--- src/rtl/window_3x3.sv ---
// 3x3 sliding window generator over a raster-order pixel stream.
// Two line buffers feed a 3x3 shift window; interior windows are
// emitted with a valid/ready handshake and centre coordinates.
//
// Ports:
//   clk, rst            clock, synchronous active-high reset
//   in_valid/in_ready   pixel input handshake, in_data raster order
//   out_valid/out_ready window output handshake
//   p0..p8              window pixels, row-major, p4 is the centre
//   out_row/out_col     centre pixel coordinates
//   out_last            last window of the frame
module window_3x3 #(
    parameter int IMG_W  = 64,
    parameter int IMG_H  = 64,
    parameter int DATA_W = 8
) (
    input  logic              clk,
    input  logic              rst,
    input  logic              in_valid,
    input  logic [DATA_W-1:0] in_data,
    output logic              in_ready,
    output logic              out_valid,
    input  logic              out_ready,
    output logic [DATA_W-1:0] p0,
    output logic [DATA_W-1:0] p1,
    output logic [DATA_W-1:0] p2,
    output logic [DATA_W-1:0] p3,
    output logic [DATA_W-1:0] p4,
    output logic [DATA_W-1:0] p5,
    output logic [DATA_W-1:0] p6,
    output logic [DATA_W-1:0] p7,
    output logic [DATA_W-1:0] p8,
    output logic [7:0]        out_row,
    output logic [7:0]        out_col,
    output logic              out_last
);

    localparam int         AW     = $clog2(IMG_W);
    localparam logic [7:0] C_LAST = 8'(IMG_W - 1);
    localparam logic [7:0] R_LAST = 8'(IMG_H - 1);

    // Position of the next pixel to be accepted.
    logic [7:0] c;
    logic [7:0] r;

    // lb1 holds row r-1, lb2 holds row r-2 (no reset needed:
    // rows 0 and 1 of each frame refill them before any window uses them).
    logic [DATA_W-1:0] lb1 [IMG_W];
    logic [DATA_W-1:0] lb2 [IMG_W];

    logic [DATA_W-1:0] win [3][3];

    logic          accept;
    logic          emit;
    logic [AW-1:0] ca;

    assign ca       = c[AW-1:0];
    assign in_ready = !out_valid || out_ready;
    assign accept   = in_valid && in_ready;
    assign emit     = accept && (r >= 8'd2) && (c >= 8'd2);

    assign p0 = win[0][0];
    assign p1 = win[0][1];
    assign p2 = win[0][2];
    assign p3 = win[1][0];
    assign p4 = win[1][1];
    assign p5 = win[1][2];
    assign p6 = win[2][0];
    assign p7 = win[2][1];
    assign p8 = win[2][2];

    always_ff @(posedge clk) begin
        if (accept) begin
            lb1[ca] <= in_data;
            lb2[ca] <= lb1[ca];
        end
    end

    always_ff @(posedge clk) begin
        if (rst) begin
            c         <= 8'd0;
            r         <= 8'd0;
            out_valid <= 1'b0;
            out_last  <= 1'b0;
            out_row   <= 8'd0;
            out_col   <= 8'd0;
            for (int i = 0; i < 3; i++) begin
                for (int j = 0; j < 3; j++) begin
                    win[i][j] <= '0;
                end
            end
        end else begin
            if (accept) begin
                for (int i = 0; i < 3; i++) begin
                    win[i][0] <= win[i][1];
                    win[i][1] <= win[i][2];
                end
                win[0][2] <= lb2[ca];
                win[1][2] <= lb1[ca];
                win[2][2] <= in_data;

                if (c == C_LAST) begin
                    c <= 8'd0;
                    r <= (r == R_LAST) ? 8'd0 : r + 8'd1;
                end else begin
                    c <= c + 8'd1;
                end
            end

            // A stall blocks accepts, so the window and tags stay frozen
            // until the consumer takes it.
            if (emit) begin
                out_valid <= 1'b1;
                out_row   <= r - 8'd1;
                out_col   <= c - 8'd1;
                out_last  <= (r == R_LAST) && (c == C_LAST);
            end else if (out_ready) begin
                out_valid <= 1'b0;
                out_last  <= 1'b0;
            end
        end
    end

endmodule

--- config.mk ---
export PLATFORM = sky130hd
export DESIGN_NAME = window_3x3
export DESIGN_NICKNAME = d
export VERILOG_FILES = /design/src/rtl/window_3x3.sv
export SDC_FILE = /design/constraint.sdc
export NUM_CORES = 1
export LEC_CHECK = 0
export ABC_CLOCK_PERIOD_IN_PS = 4300
export CAP_MARGIN = 20
export CORE_MARGIN = 2
export CORE_UTILIZATION = 60
export CTS_BUF_LIST = sky130_fd_sc_hd__clkbuf_4
export DETAILED_ROUTE_END_ITERATION = 8
export PLACE_DENSITY_LB_ADDON = 0.05
export SLEW_MARGIN = 30
export SYNTH_ARGS = -nofsm -noshare
export SYNTH_HDL_FRONTEND = slang
export SYNTH_SLANG_ARGS = --single-unit
export TNS_END_PERCENT = 100
--- constraint.sdc ---
create_clock -name clk -period 4.3 [get_ports clk]
set_input_delay 0.43 -clock clk [delete_from_list [all_inputs] [get_ports clk]]
set_output_delay 0.43 -clock clk [all_outputs]
set_load 0.05 [all_outputs]
; ---- Yosys cells after proc, flatten, opt, wreduce, memory -nomap -nowiden
; Memories as Yosys holds them, arrays and structs flattened. A register that Yosys moved wholly into a read port is not among the register bits.
; Index checks and enable logic that the tools add are counted.
; Widths: inputs -> output; s select.
[word_totals]
ff_bits = 34
ramBits = 1096
in_bits = 12
out_inout_bits = 91
memories = 3
[mem_list]
columns = memory, depth, word_bits, rd, rd_clocked_by_memory_dff, wr, line
row1 = lb1, 64, 8, 1, 1, 1, 48  ; logic [DATA_W-1:0] lb1 [IMG_W];
row2 = lb2, 64, 8, 1, 1, 1, 49  ; logic [DATA_W-1:0] lb2 [IMG_W];
row3 = win, 3, 24, 3, 0, 3, 51  ; logic [DATA_W-1:0] win [3][3];
[op_classes]
n_addsub = 4
n_lt_le_gt_ge = 2
eq_ne = 2
muxes = 24
bitwise_logic = 9
reduce_logical = 8
[ops]
columns = op, n
row1 = $mux 8, 11
row2 = $mux 6, 4
row3 = $add 8x1->8 const B, 2
row4 = $eq 8x6->1 const B, 2
row5 = $ge 8x2->1 const B, 2
row6 = $sub 8x1->8 const B, 2
row7 = $mux 1, 9
row8 = $or 1x1->1, 9
row9 = $logic_and 1x1->1, 4
row10 = $reduce_and 2->1, 1
row11 = $reduce_bool 2->1, 1
row12 = $logic_not 1->1, 1
row13 = $logic_or 1x1->1, 1

; ---- Depth between registers and ports, before layout
[logic_depth]
depth_word = 7
mapped_depth = 10
ltp_nobuf = 6

; ---- Worst setup path before layout
; OpenSTA, ideal clock, no wires.
[synth_path]
path_type = register -> register
from = register out_valid
to = memory win[0][0] in the netlist's numbering, enable pin
setup_ns = 0.743
arrival_time_ns = 2.988
slack_ns = 0.569
stages_incl_launch_ff = 5
synth_period_minus_slack_ns = 3.731
cell_sequence = dfxtp_1 nor2b_1 clkinv_1 nand2_1 nand2_1
[synth_rtl]
columns = item, line
row1 = start: declaration, 22  ; output logic out_valid,
row2 = start signal: assignment, 83  ; out_valid <= 1'b0;
row3 = start signal: assignment, 113  ; out_valid <= 1'b1;
row4 = start signal: assignment, 118  ; out_valid <= 1'b0;
row5 = end: declaration, 51

==> impl_metrics.ini <==
[drt]
drtPass1Iterations = 5
drt-total-wl_um = 106000
detail_route.wl_per_cell_um = 29.8
antenna_left = 0
drc_errors = 0
drt-initial-drc-count = 2992
num_vias = 22601
vias_per_cell = 6.36

[synthesis]
ys_ff_latch = 1136
syn-instance-count = 1969
ys_async_sr_fraction_pct = 0
synth_seq_area_share_pct = 77.3
yosysMostFrequentCell = edfxtp_1
ys.flop_type = edfxtp_1
yosysTopAreaCellShare_pct = 75.5
avgSynthCellArea_um2 = 22.1
syn_nets = 1987
yosys.area.top_type = edfxtp_1
synth_area_um2 = 43600
ys_types = 50
synth_area_leaders = edfxtp_1, mux4_2, dfxtp_1
synth_top_cells_by_count = edfxtp_1, mux4_2, nor2_1, and3_1, clkbuf_1
yosys_warnings = 0
synth_edf_count = 1096

[sta]
max_freq_mhz = 275
finalSetupViolations = 0
rsz0062_at_grt = no
hold_violations = 0
tns_ns = 0
worst-slew-pin-transition_ns = 1.02
finalMaxSlewViolations = 0
finalCriticalPeriod_ns = 3.64
fin_crit_sh_pct = 84.6
max_slew_margin_pct = 31.5
skew_ns = 0.0780
worst_hold_slack_ns = 0.0971

[layout]
fin_util_pct = 70.1
fin_area_um2 = 50300
drive_above_1_share_pct = 35.5
final_nets = 2443
nFillCells = 4605
area_delta_synth_final_pct = 15.2

[global_route]
grt_pass1_wl_um = 154000
grt_antenna_before_repair = 8
grt_max_degree = 73
gr-usage-all-layers_pct = 29.2
overflow = 0
grt_pass1_vias = 22896

[setup_path]
cp-start-kind = register
crit_fanout = 33
cp.required_ns = 5.08
worst-endpoint-arrival_ns = 4.42
crit_path_end_kind = register
regToRegSetupSlack_ns = 0.66
path_class = reg -> reg

[die]
rows = 98
fp.dieH_um = 274
io_pins = 103
core_area_um2 = 71700
die_area_um2 = 74900
start_util_pct = 60.8
fp.dieW_um = 274

[clock_tree]
ctsRootBufferMaster = clkbuf_4
cts_resized = 0
numCtsBuffers = 300
clock_sinks = 1136
path_clk_slew_ns = 0.06
cts_tree = built
insertion_delay_ns = 1.11
clockBufferDepth = 4
htreeDepth = 5

[pwr]
leakagePower_nw = 16.3
ir_drop_mv = 0.297
p_per_area_nw_per_um2 = 450

[place]
dp_hpwl_um = 64400
postPlaceCellArea_um2 = 46700
port_buffers = 102
gp_congestion = 0.872

[run]
max-cap-violations = 0

[worst_hold_path]
min_path_type = in -> reg

[outcome]
status = finished, final reports clean
routing by layer:
layer	vias up	global-route usage, %	part of all wire (%)
met3	194	6.62	9.3
met2	1251	44.5	48
met4	0	12.4	3.5
met1	11808	41.6	39
met5	-	0	0
li1	9348	-	-
flip-flops by register name (all words and copies together) (netlist names), named ones only:
register and cells:
out_last 1, lb2 512, win 72, c 8, out_col 8, out_valid 1
out_row 8, r 8, lb1 512
cell usage in the layout (no fill, tap or decap), drive strengths merged, types with 7 or more instances in the layout:
master,count
dfxtp,40
a22oi,8
buf,161
a211oi,19
a21oi,8
clkbuf,424
nor3,17
o21ai,7
nand2,26
nand4,11
edfxtp,1096
and2,11
dlygate4sd3,7
mux4,300
nand3,13
clkdlybuf4s50,94
nor2,112
xor2,8
and3,58
xnor2,14
o211ai,8
inv,22
mux2i,38
clkinv,42
metrics by stage:
stage | power [mW] | setup slack (ns) | cells
6_report | 22.6 | 0.662 | 3554
5_1_grt | 23.4 | 0.528 | 3553
4_1_cts | 22.8 | 0.642 | 3549
3_5_place_dp | 14.1 | 0.695 | 3065
3_3_place_gp | 14.0 | 0.769 | 3063
2_1_floorplan | 13.5 | 0.569 | 1969
where the power goes:
group	internal, mW	switching [mW]	total, mW	leakage [nW]
logic	0.542	0.917	1.46	3.89
registers	12.3	0.0487	12.4	10.3
clock network	4.67	4.09	8.76	2.11
layout make-up:
class	count	area [um^2]	share of cell area, %
timing repair buffer	262	2410	4.80
sequential	1136	33700	67.1
tap	950	1190	2.37
antenna	4	10.0	0.0199
clock buffer	424	3180	6.33
inverter	14	52.6	0.105
multi-input combinational	711	9400	18.7
clock inverter	53	284	0.565
cell families after synthesis:
logic type                 Yosys count  synth area share [%]
xor gates and xnor gates            22                 0.442
adders and majority gates            6                 0.172
buffers and inverters              122                  1.32
AOI/OAI and AO/OA                   70                  1.15
and+or+nand+nor                    270                  3.06
muxes                              343                  16.6
DFF                               1136                  77.3
path summary, 6_finish.rpt:
path                              endpoint  cells after the start        from
worst max-delay path            lb2[11][2]                      7    register
worst min-delay path             lb1[3][3]                      1  in_data[3]
worst max register to register  lb2[11][2]                      7    register
worst min register to register  out_row[2]                      2  out_row[2]
worst max-delay path: stages (launching register included):
cell and delay (ns):
dfxtp_4 0.55, buf_12 0.27, buf_4 0.45, mux4_2 0.56, mux4_2 0.47, a211oi_1 0.47, nor2_4 0.26, buf_16 0.23
what timing repair did:
action                                 in CTS  in global routing
hold buffers                                7                  0
endpoints found under the hold margin     288                  0
buffers inserted                            0                  0
No activity file was read; power rests on OpenSTA's default activity.
